## config.mk

```make
export PLATFORM = sky130hd
export DESIGN_NAME = cpu_sequencer
export DESIGN_NICKNAME = d
export VERILOG_FILES = /design/src/rtl/cpu_sequencer_pkg.sv /design/src/rtl/mem_handshake_timer.sv /design/src/rtl/cpu_sequencer.sv
export SDC_FILE = /design/constraint.sdc
export NUM_CORES = 1
export LEC_CHECK = 0
export CAP_MARGIN = 15
export CORE_UTILIZATION = 47
export DETAILED_ROUTE_END_ITERATION = 8
export PLACE_DENSITY = 0.83
export SYNTH_ARGS = -nofsm -noshare
export SYNTH_HDL_FRONTEND = slang
export SYNTH_SLANG_ARGS = --single-unit
export TNS_END_PERCENT = 20
```

## constraint.sdc

```tcl
create_clock -name CLK -period 2.4 [get_ports CLK]
set_input_delay 0.48 -clock CLK [delete_from_list [all_inputs] [get_ports CLK]]
set_output_delay 0.48 -clock CLK [all_outputs]
set_load 0.1 [all_outputs]
```

## src/rtl/cpu_sequencer_pkg.sv

```systemverilog
// cpu_sequencer_pkg: shared state encoding and opcode constants for the sequencer.
// Latency: n/a (definitions only).
// Backpressure: n/a.
package cpu_sequencer_pkg;

  // The encoding is visible on the STATE debug port, so the values are fixed.
  typedef enum logic [2:0] {
    ST_IDLE   = 3'd0,
    ST_FETCH  = 3'd1,
    ST_DECODE = 3'd2,
    ST_EXEC   = 3'd3,
    ST_MEM    = 3'd4,
    ST_WB     = 3'd5,
    ST_HALTED = 3'd6,
    ST_ERROR  = 3'd7
  } seq_state_t;

  // ALU_OP value whose execute phase is multi-cycle (mod).
  localparam logic [4:0] ALU_MOD_OP = 5'b01111;

  // Width of the REQ/ACK wait counter; it covers ACK_TIMEOUT up to 255.
  localparam int unsigned TIMER_W = 8;

  // True for the states that own a memory REQ.
  function automatic logic is_req_state(input seq_state_t s);
    return (s == ST_FETCH) || (s == ST_MEM);
  endfunction

endpackage

```

## src/rtl/mem_handshake_timer.sv

```systemverilog
// mem_handshake_timer: counts cycles a memory REQ waits for ACK, flags expiry.
// Latency: expire is combinational from the count and the current REQ/ACK.
// Backpressure: none; ACK in the limit cycle suppresses expire.
// Ports: clk/rst_n; clr restarts the count; req/ack are the live handshake;
//        expire is high in the cycle the wait reaches ACK_TIMEOUT without ACK.
module mem_handshake_timer
  import cpu_sequencer_pkg::*;
#(
  parameter int ACK_TIMEOUT = 15
) (
  input  logic clk,
  input  logic rst_n,
  input  logic clr,
  input  logic req,
  input  logic ack,
  output logic expire
);

  localparam logic [TIMER_W-1:0] LIMIT_M1 = TIMER_W'(ACK_TIMEOUT - 1);

  logic [TIMER_W-1:0] cnt;

  always_ff @(posedge clk or negedge rst_n) begin
    if (!rst_n) begin
      cnt <= '0;
    end else if (clr) begin
      cnt <= '0;
    end else if (req && !ack) begin
      cnt <= cnt + TIMER_W'(1);
    end
  end

  // The cycle that would bring the count to the limit is the expiry cycle,
  // so a REQ held ACK_TIMEOUT cycles without ACK errors out, while an ACK
  // arriving in that same cycle still wins.
  assign expire = req && !ack && (cnt == LIMIT_M1);

endmodule

```

## src/rtl/cpu_sequencer.sv

```systemverilog
// cpu_sequencer: multi-cycle fetch/decode/exec/mem/wb sequencer around Control.
// Latency: 4 cycles per ALU op with 1-cycle fetch; loads/stores 5 + memory waits.
// Backpressure: IMEM/DMEM REQ held until ACK; ACK_TIMEOUT waits -> ERROR, BUS_ERR.
// Ports: CLK/RESET_N; START; IMEM_REQ/IMEM_ACK/INSTR_IN fetch; OPCODE to Control;
//        ALU_OP, REG_WRITE, MEM_READ, MEM_WRITE, BRANCH, HALT from Control;
//        BRANCH_TAKEN, ALU_START/ALU_DONE to/from ALU; DMEM_REQ/DMEM_WE/DMEM_ACK;
//        REG_WE, PC_WE, PC_SEL pulses; HALTED, BUS_ERR, STATE status.
// Optional: define SEQ_PERF_CNT_EN to add CYCLE_CNT and RETIRED_CNT outputs.
module cpu_sequencer
  import cpu_sequencer_pkg::*;
#(
  parameter int ACK_TIMEOUT = 15
) (
  input  logic        CLK,
  input  logic        RESET_N,
  input  logic        START,
  output logic        IMEM_REQ,
  input  logic        IMEM_ACK,
  input  logic [8:0]  INSTR_IN,
  output logic [8:0]  OPCODE,
  input  logic [4:0]  ALU_OP,
  input  logic        REG_WRITE,
  input  logic        MEM_READ,
  input  logic        MEM_WRITE,
  input  logic        BRANCH,
  input  logic        HALT,
  input  logic        BRANCH_TAKEN,
  output logic        ALU_START,
  input  logic        ALU_DONE,
  output logic        DMEM_REQ,
  output logic        DMEM_WE,
  input  logic        DMEM_ACK,
  output logic        REG_WE,
  output logic        PC_WE,
  output logic        PC_SEL,
  output logic        HALTED,
  output logic        BUS_ERR,
`ifdef SEQ_PERF_CNT_EN
  output logic [31:0] CYCLE_CNT,
  output logic [31:0] RETIRED_CNT,
`endif
  output logic [2:0]  STATE
);

  seq_state_t state;
  seq_state_t nxt;

  logic timer_clr;
  logic timer_req;
  logic timer_ack;
  logic timer_expire;

  // FETCH and MEM never overlap, so one timer serves both handshakes.
  assign timer_req = IMEM_REQ | DMEM_REQ;
  assign timer_ack = (state == ST_FETCH) ? IMEM_ACK : DMEM_ACK;
  assign timer_clr = is_req_state(nxt) && (nxt != state);

  mem_handshake_timer #(
    .ACK_TIMEOUT (ACK_TIMEOUT)
  ) u_timer (
    .clk    (CLK),
    .rst_n  (RESET_N),
    .clr    (timer_clr),
    .req    (timer_req),
    .ack    (timer_ack),
    .expire (timer_expire)
  );

  always_comb begin
    nxt = state;
    case (state)
      ST_IDLE: begin
        if (START) nxt = ST_FETCH;
      end
      ST_FETCH: begin
        if (IMEM_ACK)          nxt = ST_DECODE;
        else if (timer_expire) nxt = ST_ERROR;
      end
      ST_DECODE: begin
        nxt = HALT ? ST_HALTED : ST_EXEC;
      end
      ST_EXEC: begin
        // ALU_START is high only in the first EXEC cycle of a mod, which is
        // exactly the cycle whose ALU_DONE must be ignored.
        if ((ALU_OP == ALU_MOD_OP) && (ALU_START || !ALU_DONE)) nxt = ST_EXEC;
        else if (MEM_READ || MEM_WRITE)                           nxt = ST_MEM;
        else                                                       nxt = ST_WB;
      end
      ST_MEM: begin
        if (DMEM_ACK)          nxt = ST_WB;
        else if (timer_expire) nxt = ST_ERROR;
      end
      ST_WB: begin
        nxt = ST_FETCH;
      end
      ST_HALTED, ST_ERROR: begin
        if (START) nxt = ST_FETCH;
      end
      default: nxt = ST_IDLE;
    endcase
  end

  // Outputs are registered from the next state so each one is a clean flop
  // that is valid for the whole cycle of the state it belongs to.
  always_ff @(posedge CLK or negedge RESET_N) begin
    if (!RESET_N) begin
      state     <= ST_IDLE;
      OPCODE    <= '0;
      IMEM_REQ  <= 1'b0;
      DMEM_REQ  <= 1'b0;
      DMEM_WE   <= 1'b0;
      ALU_START <= 1'b0;
      REG_WE    <= 1'b0;
      PC_WE     <= 1'b0;
      PC_SEL    <= 1'b0;
      HALTED    <= 1'b0;
      BUS_ERR   <= 1'b0;
    end else begin
      state     <= nxt;
      IMEM_REQ  <= (nxt == ST_FETCH);
      DMEM_REQ  <= (nxt == ST_MEM);
      // Read and write together behave as a write.
      DMEM_WE   <= (nxt == ST_MEM) && MEM_WRITE;
      ALU_START <= (state == ST_DECODE) && (nxt == ST_EXEC) && (ALU_OP == ALU_MOD_OP);
      // A pure store never writes the register file, whatever REG_WRITE says.
      REG_WE    <= (nxt == ST_WB) && REG_WRITE && !(MEM_WRITE && !MEM_READ);
      PC_WE     <= (nxt == ST_WB);
      PC_SEL    <= (nxt == ST_WB) && BRANCH && BRANCH_TAKEN;
      HALTED    <= (nxt == ST_HALTED);
      if (state == ST_FETCH && IMEM_ACK) OPCODE <= INSTR_IN;
      if (nxt == ST_ERROR) begin
        BUS_ERR <= 1'b1;
      end else if (START && (state == ST_HALTED || state == ST_ERROR)) begin
        BUS_ERR <= 1'b0;
      end
    end
  end

  assign STATE = state;

`ifdef SEQ_PERF_CNT_EN
  logic run_state;
  logic restart;

  assign run_state = (state != ST_IDLE) && (state != ST_HALTED) && (state != ST_ERROR);
  assign restart   = (state == ST_IDLE) && START;

  always_ff @(posedge CLK or negedge RESET_N) begin
    if (!RESET_N) begin
      CYCLE_CNT   <= '0;
      RETIRED_CNT <= '0;
    end else begin
      if (restart)        CYCLE_CNT <= '0;
      else if (run_state) CYCLE_CNT <= CYCLE_CNT + 32'd1;
      if (restart)              RETIRED_CNT <= '0;
      else if (state == ST_WB)  RETIRED_CNT <= RETIRED_CNT + 32'd1;
    end
  end
`else
  // Performance counters are not built in this configuration.
`endif

endmodule

```

[Word-level counts from Yosys, hierarchy flattened]
Index checks and enable logic that the tools add are counted.
W data, S select, Z words.
Storage, ports and cells
  bits in writable memories: 0
  word-level logic and storage cells: 69
  bits in registers: 29
  input port bits: 26
  memories kept: 0
  latch bits: 0
  output and inout port bits: 21
  memory bits (read-only): 0
Cells by class
  divide/modulo/power cells: 0
  order comparisons: 0
  $mul: 0
  reductions and logical operators: 26
  bitwise operators: 1
  shifts and indexed selects: 0
  multiplexer cells: 13
  equal/unequal tests: 16
  add/subtract/negate cells: 1
Operators by type and width (number)
  $eq A3 B3 Y1 const B: 8
  $mux W3: 6
  $pmux W3 S6: 1
  $mux W8: 2
  $logic_and A1 B1 Y1: 14
  $eq A3 B2 Y1 const B: 3
  $add A8 B1 Y8 const B: 1
  $eq A8 B4 Y1 const B: 1
  $eq A3 B1 Y1 const B: 2
  $eq A5 B4 Y1 const B: 1
  $logic_not A1 Y1: 4
  $logic_or A1 B1 Y1: 4
  $mux W1: 4
  $reduce_bool A2 Y1: 2
  $logic_not A3 Y1: 1
  $ne A3 B3 Y1: 1
  $reduce_or A3 Y1: 1
  $or A1 B1 Y1: 1

[Logic depth before layout (Yosys ltp)]
  word-level depth: 12
  mapped depth: 8
  depth with buffers taken out: 8

[Modules after synthesis]
A second synthesis with hierarchy kept.
Unflattened totals
  cell total of the unflattened synthesis: 128
  area, all modules: 1461.4 sq um
Modules (own cells, without submodules)
  cpu_sequencer: times used 1, area an instance 1026.0 sq um, cells each 84
  mem_handshake_timer: times used 1, area an instance 435.4 sq um, cells each 44

[Worst setup path after synthesis]
No wires, ideal clock.
  kind: flip-flop to flip-flop
  from: register state[1], in the netlist STATE[1]
  to: register DMEM_WE
  setup slack: 0.012 ns
  data required time: 2.305 ns
  library setup time: 0.095 ns
  buffers on the path: 1
  period minus slack after synthesis: 2.388 ns
  stages on the path, launching flop included: 7
  data arrival time: 2.292 ns
  cell sequence: dfrtp_1 -> buf_4 -> nand2b_1 -> a21o_1 -> a211o_4 -> nor2_8 -> nor4bb_4
On the way
  cells in the longest elaborated chain, start to end: 10
Ends and longest elaborated chain
  start, declared: line cpu_sequencer.sv:45  | seq_state_t state;
  start signal, assigned: line cpu_sequencer.sv:119  | state <= nxt;
  $eq A3 B1 Y1: line cpu_sequencer.sv:55, cpu_sequencer.sv:71
  $mux W1: line cpu_sequencer.sv:55  | assign timer_ack = (state == ST_FETCH) ? IMEM_ACK : DMEM_ACK;
  $logic_not A1 Y1: line mem_handshake_timer.sv:36  | assign expire = req && !ack && (cnt == LIMIT_M1);
  $logic_and A1 B1 Y1 (2 in a row): line mem_handshake_timer.sv:36
  $mux W3: line cpu_sequencer.sv:77, cpu_sequencer.sv:91
  $mux W3, on equally long branches: line cpu_sequencer.sv:90, cpu_sequencer.sv:76
  $pmux W3 S6 (*): line cpu_sequencer.sv:71  | case (state)
  $eq A3 B3 Y1 (*): line cpu_sequencer.sv:123  | DMEM_WE <= (nxt == ST_MEM) && MEM_WRITE;
  $logic_and A1 B1 Y1 (*): line cpu_sequencer.sv:123
  end signal, assigned: line cpu_sequencer.sv:123
  end, declared: line cpu_sequencer.sv:31  | output logic DMEM_WE,
Mark *: on every way between the ends. The rest lies on a longest branch, timed or not.
A chain may end at the register's enable or synchronous reset.

[Worst setup path in the final report]
  from: register state[1], in the netlist STATE[1]
  to: register HALTED
On the way
  cells in the longest elaborated chain, start to end: 9
Ends and longest elaborated chain
  $eq A3 B1 Y1: line cpu_sequencer.sv:55, cpu_sequencer.sv:71
  $mux W1: line cpu_sequencer.sv:55
  $logic_not A1 Y1: line mem_handshake_timer.sv:36
  $logic_and A1 B1 Y1 (2 in a row): line mem_handshake_timer.sv:36
  $mux W3: line cpu_sequencer.sv:77, cpu_sequencer.sv:91
  $mux W3, on equally long branches: line cpu_sequencer.sv:90, cpu_sequencer.sv:76
  $pmux W3 S6 (*): line cpu_sequencer.sv:71
  $eq A3 B3 Y1 (*): line cpu_sequencer.sv:129  | HALTED <= (nxt == ST_HALTED);
  end signal, assigned: line cpu_sequencer.sv:129
  end, declared: line cpu_sequencer.sv:36  | output logic HALTED,
Marks and branches as above.

==> impl_results.md <==
* Synth async-reset ratio at 1.00
* Startpoint types: flop
* Synth top area cells: dfrtp_1, mux2_2, xor2_1, a31oi_1, ha_1
* Final setup violation count at 0
* Syn Area/Cell at 11.7 µm²
* Worst-Margin Slew at 530 ps
* CTS tree: done
* Antenna Nets Post-Route at 0
* Dpl hpwl at 2690 µm
* CP max FO at 11
* #FFs+latches synth at 29
* GRT Util Overall at 0.218
* Synthesized area at 1600 µm²
* Worst-Skew Late Latency at 330 ps
* Max-slew headroom at 0.638
* Global-route wire length before repair at 5730 µm
* Critical path capture point type: flop
* # IOs at 47
* Netlist cell types at 51
* Die area at 3640 µm²
* Kind of critical path: flop to flop
* Fmax at 483 MHz
* Final Net Count at 220
* Share of layout cells above drive strength 1 at 0.321
* Status: complete, no violations
* Commonest non-fill, non-tap cell in the layout: dfrtp_1
* Commonest non-fill, non-tap cells in the layout: dfrtp_1, buf_4, clkdlybuf4s50_1
* Via density at 5.64
* Sequential fraction of the synthesis area at 0.454
* Max Clock Skew at 6.61 ps
* RD Place Congestion at 0.870
* Row count at 20
* Setup TNS at 0 ps
* Count of hold-fix buffers inserted at cts at 0
* Core area at 3130 µm²
* Yosys warning count at 0
* Fin crit share at 0.863
* Clock sink total at 29
* Max-slew violations at 0
* Post-synth EDFFs at 0
* Routed WL at 3640 µm
* Detailed-route via count at 1336
* Syn_nets at 165
* DRT Pass-1 Iters at 4
* Max cap viols at 0
* Final hold violation count at 0
* Starting Density at 0.511
* Dominant cell type by area after synthesis: dfrtp_1
* Port Buf Inserts at 46
* Overflow after GRT at 0
* Post-CTS setup buffers at 0
* CP Cell Sequence: buf_4 -> nor2_1 -> nor3b_1 -> o22ai_1 -> o211ai_1 -> nor3_1
* Number of global-route vias before repair at 1331
* Die Span X at 60.3 µm
* CTS Buffer Depth at 2
* Worst hold-check path type: input port to async pin
* Area Growth Syn to Fin at 35.5%
* CP arrival at 2300 ps
* Primary FF master, synth: dfrtp_1
* Post-synthesis cell count at 137
* WL/cell at 15.3 µm
* CTS buffer count at 5
* Clk pin slew, worst setup/hold paths at 90 ps
* Worst path slowest cell: dfrtp_1
* Post-CTS resize count at 0
* # DRC at 0
* DR iter-0 viols at 67
* Pin count of the biggest net entering global routing at 30
* Area share of the largest cell type after synthesis at 0.454
* Antenna violations before repair at 0
* RSZ-0062 raised after global routing: no
* Die span in y at 60.3 µm
* H-tree Lvls at 2
* WP data required at 2630 ps
* Clock root cell: clkbuf_4
* Hold WS at 518 ps
* Min Tclk post-route at 2070 ps
* CP max stage delay at 490 ps
* Ant. Diodes at 0
==> layout make-up <==
class / instances / area, µm²
inverters: 5 / 18.8
clock buffers: 6 / 51.3
well taps: 44 / 55.1
flip-flops and latches: 29 / 726
multi-input cells: 98 / 818
fillers: 238 / 961
clock inverters: 2 / 37.5
repair buffers: 53 / 460
==> state kept, by name, summed over array words and instances, names as in the netlist <==
name and flops:
DMEM_WE 1, u_timer.cnt 8, PC_WE 1, STATE 3
ALU_START 1, HALTED 1, REG_WE 1, OPCODE 9
IMEM_REQ 1, PC_SEL 1, DMEM_REQ 1, BUS_ERR 1
==> per-stage QoR <==
step | area [µm²] | utilization | cells | setup slack [ps]
floorplan | 1600 | - | 137 | 12.3
global placement | 2080 | 0.664 | 229 | 189
detailed placement | 2080 | 0.664 | 229 | 93.7
CTS | 2170 | 0.693 | 237 | 354
global route | 2170 | 0.693 | 237 | 177
finish | 2170 | 0.693 | 237 | 330
==> layer usage <==
layer  vias up  track usage  part of all wire
met5         -            0                 0
met4         0        0.106             0.013
met3         5       0.0384             0.046
met2        48        0.383              0.54
met1       665        0.258              0.40
li1        618            -                 -
==> cell usage after synthesis (2+ instances only) <==
cell      instances
a21o_1            2
nor4_2            2
nand2b_1          4
nor4_1            3
nand3b_1          3
and3_1            3
nand2_1           6
nand4_1           3
nand3_1           2
a31oi_1           8
nor2_1            6
nor3_1            5
nor2b_1           3
mux2_2            9
ha_1              2
xor2_1            6
inv_1             5
buf_2             2
dfrtp_1          29
buf_4             2
a21oi_1           2
==> path summary, 6_finish.rpt <==
path | start | endpoint | slack (ps) | cells past startpoint
max in group asynchronous | RESET_N | DMEM_REQ | 1610 | 2
min in group CLK | OPCODE[5] | OPCODE[5] | 530 | 1
worst max register to register | STATE[1] | HALTED | 330 | 6
worst max-delay path | STATE[1] | HALTED | 330 | 6
worst min-delay path | RESET_N | OPCODE[2] | 520 | 2
worst min register to register | OPCODE[5] | OPCODE[5] | 530 | 1
==> worst max-delay path, delay by kind of cell, from the launching register on <==
kind	cells	cell delay, ps
buffers and inverters	1	210
AO/OA/AOI/OAI	2	660
AND/OR/NAND/NOR	3	620
flip-flops	1	490
==> cells by family after synthesis <==
| family | synth area share |
|---|---|
| fa+ha+maj | 0.0156 |
| compound gates | 0.131 |
| buf+inv | 0.0344 |
| simple gates | 0.257 |
| xor+xnor | 0.0383 |
| mux | 0.0696 |
| flops | 0.454 |
Power is not shown: default switching activity piles up to over one toggle a cycle in this logic, so the estimate is an artifact.
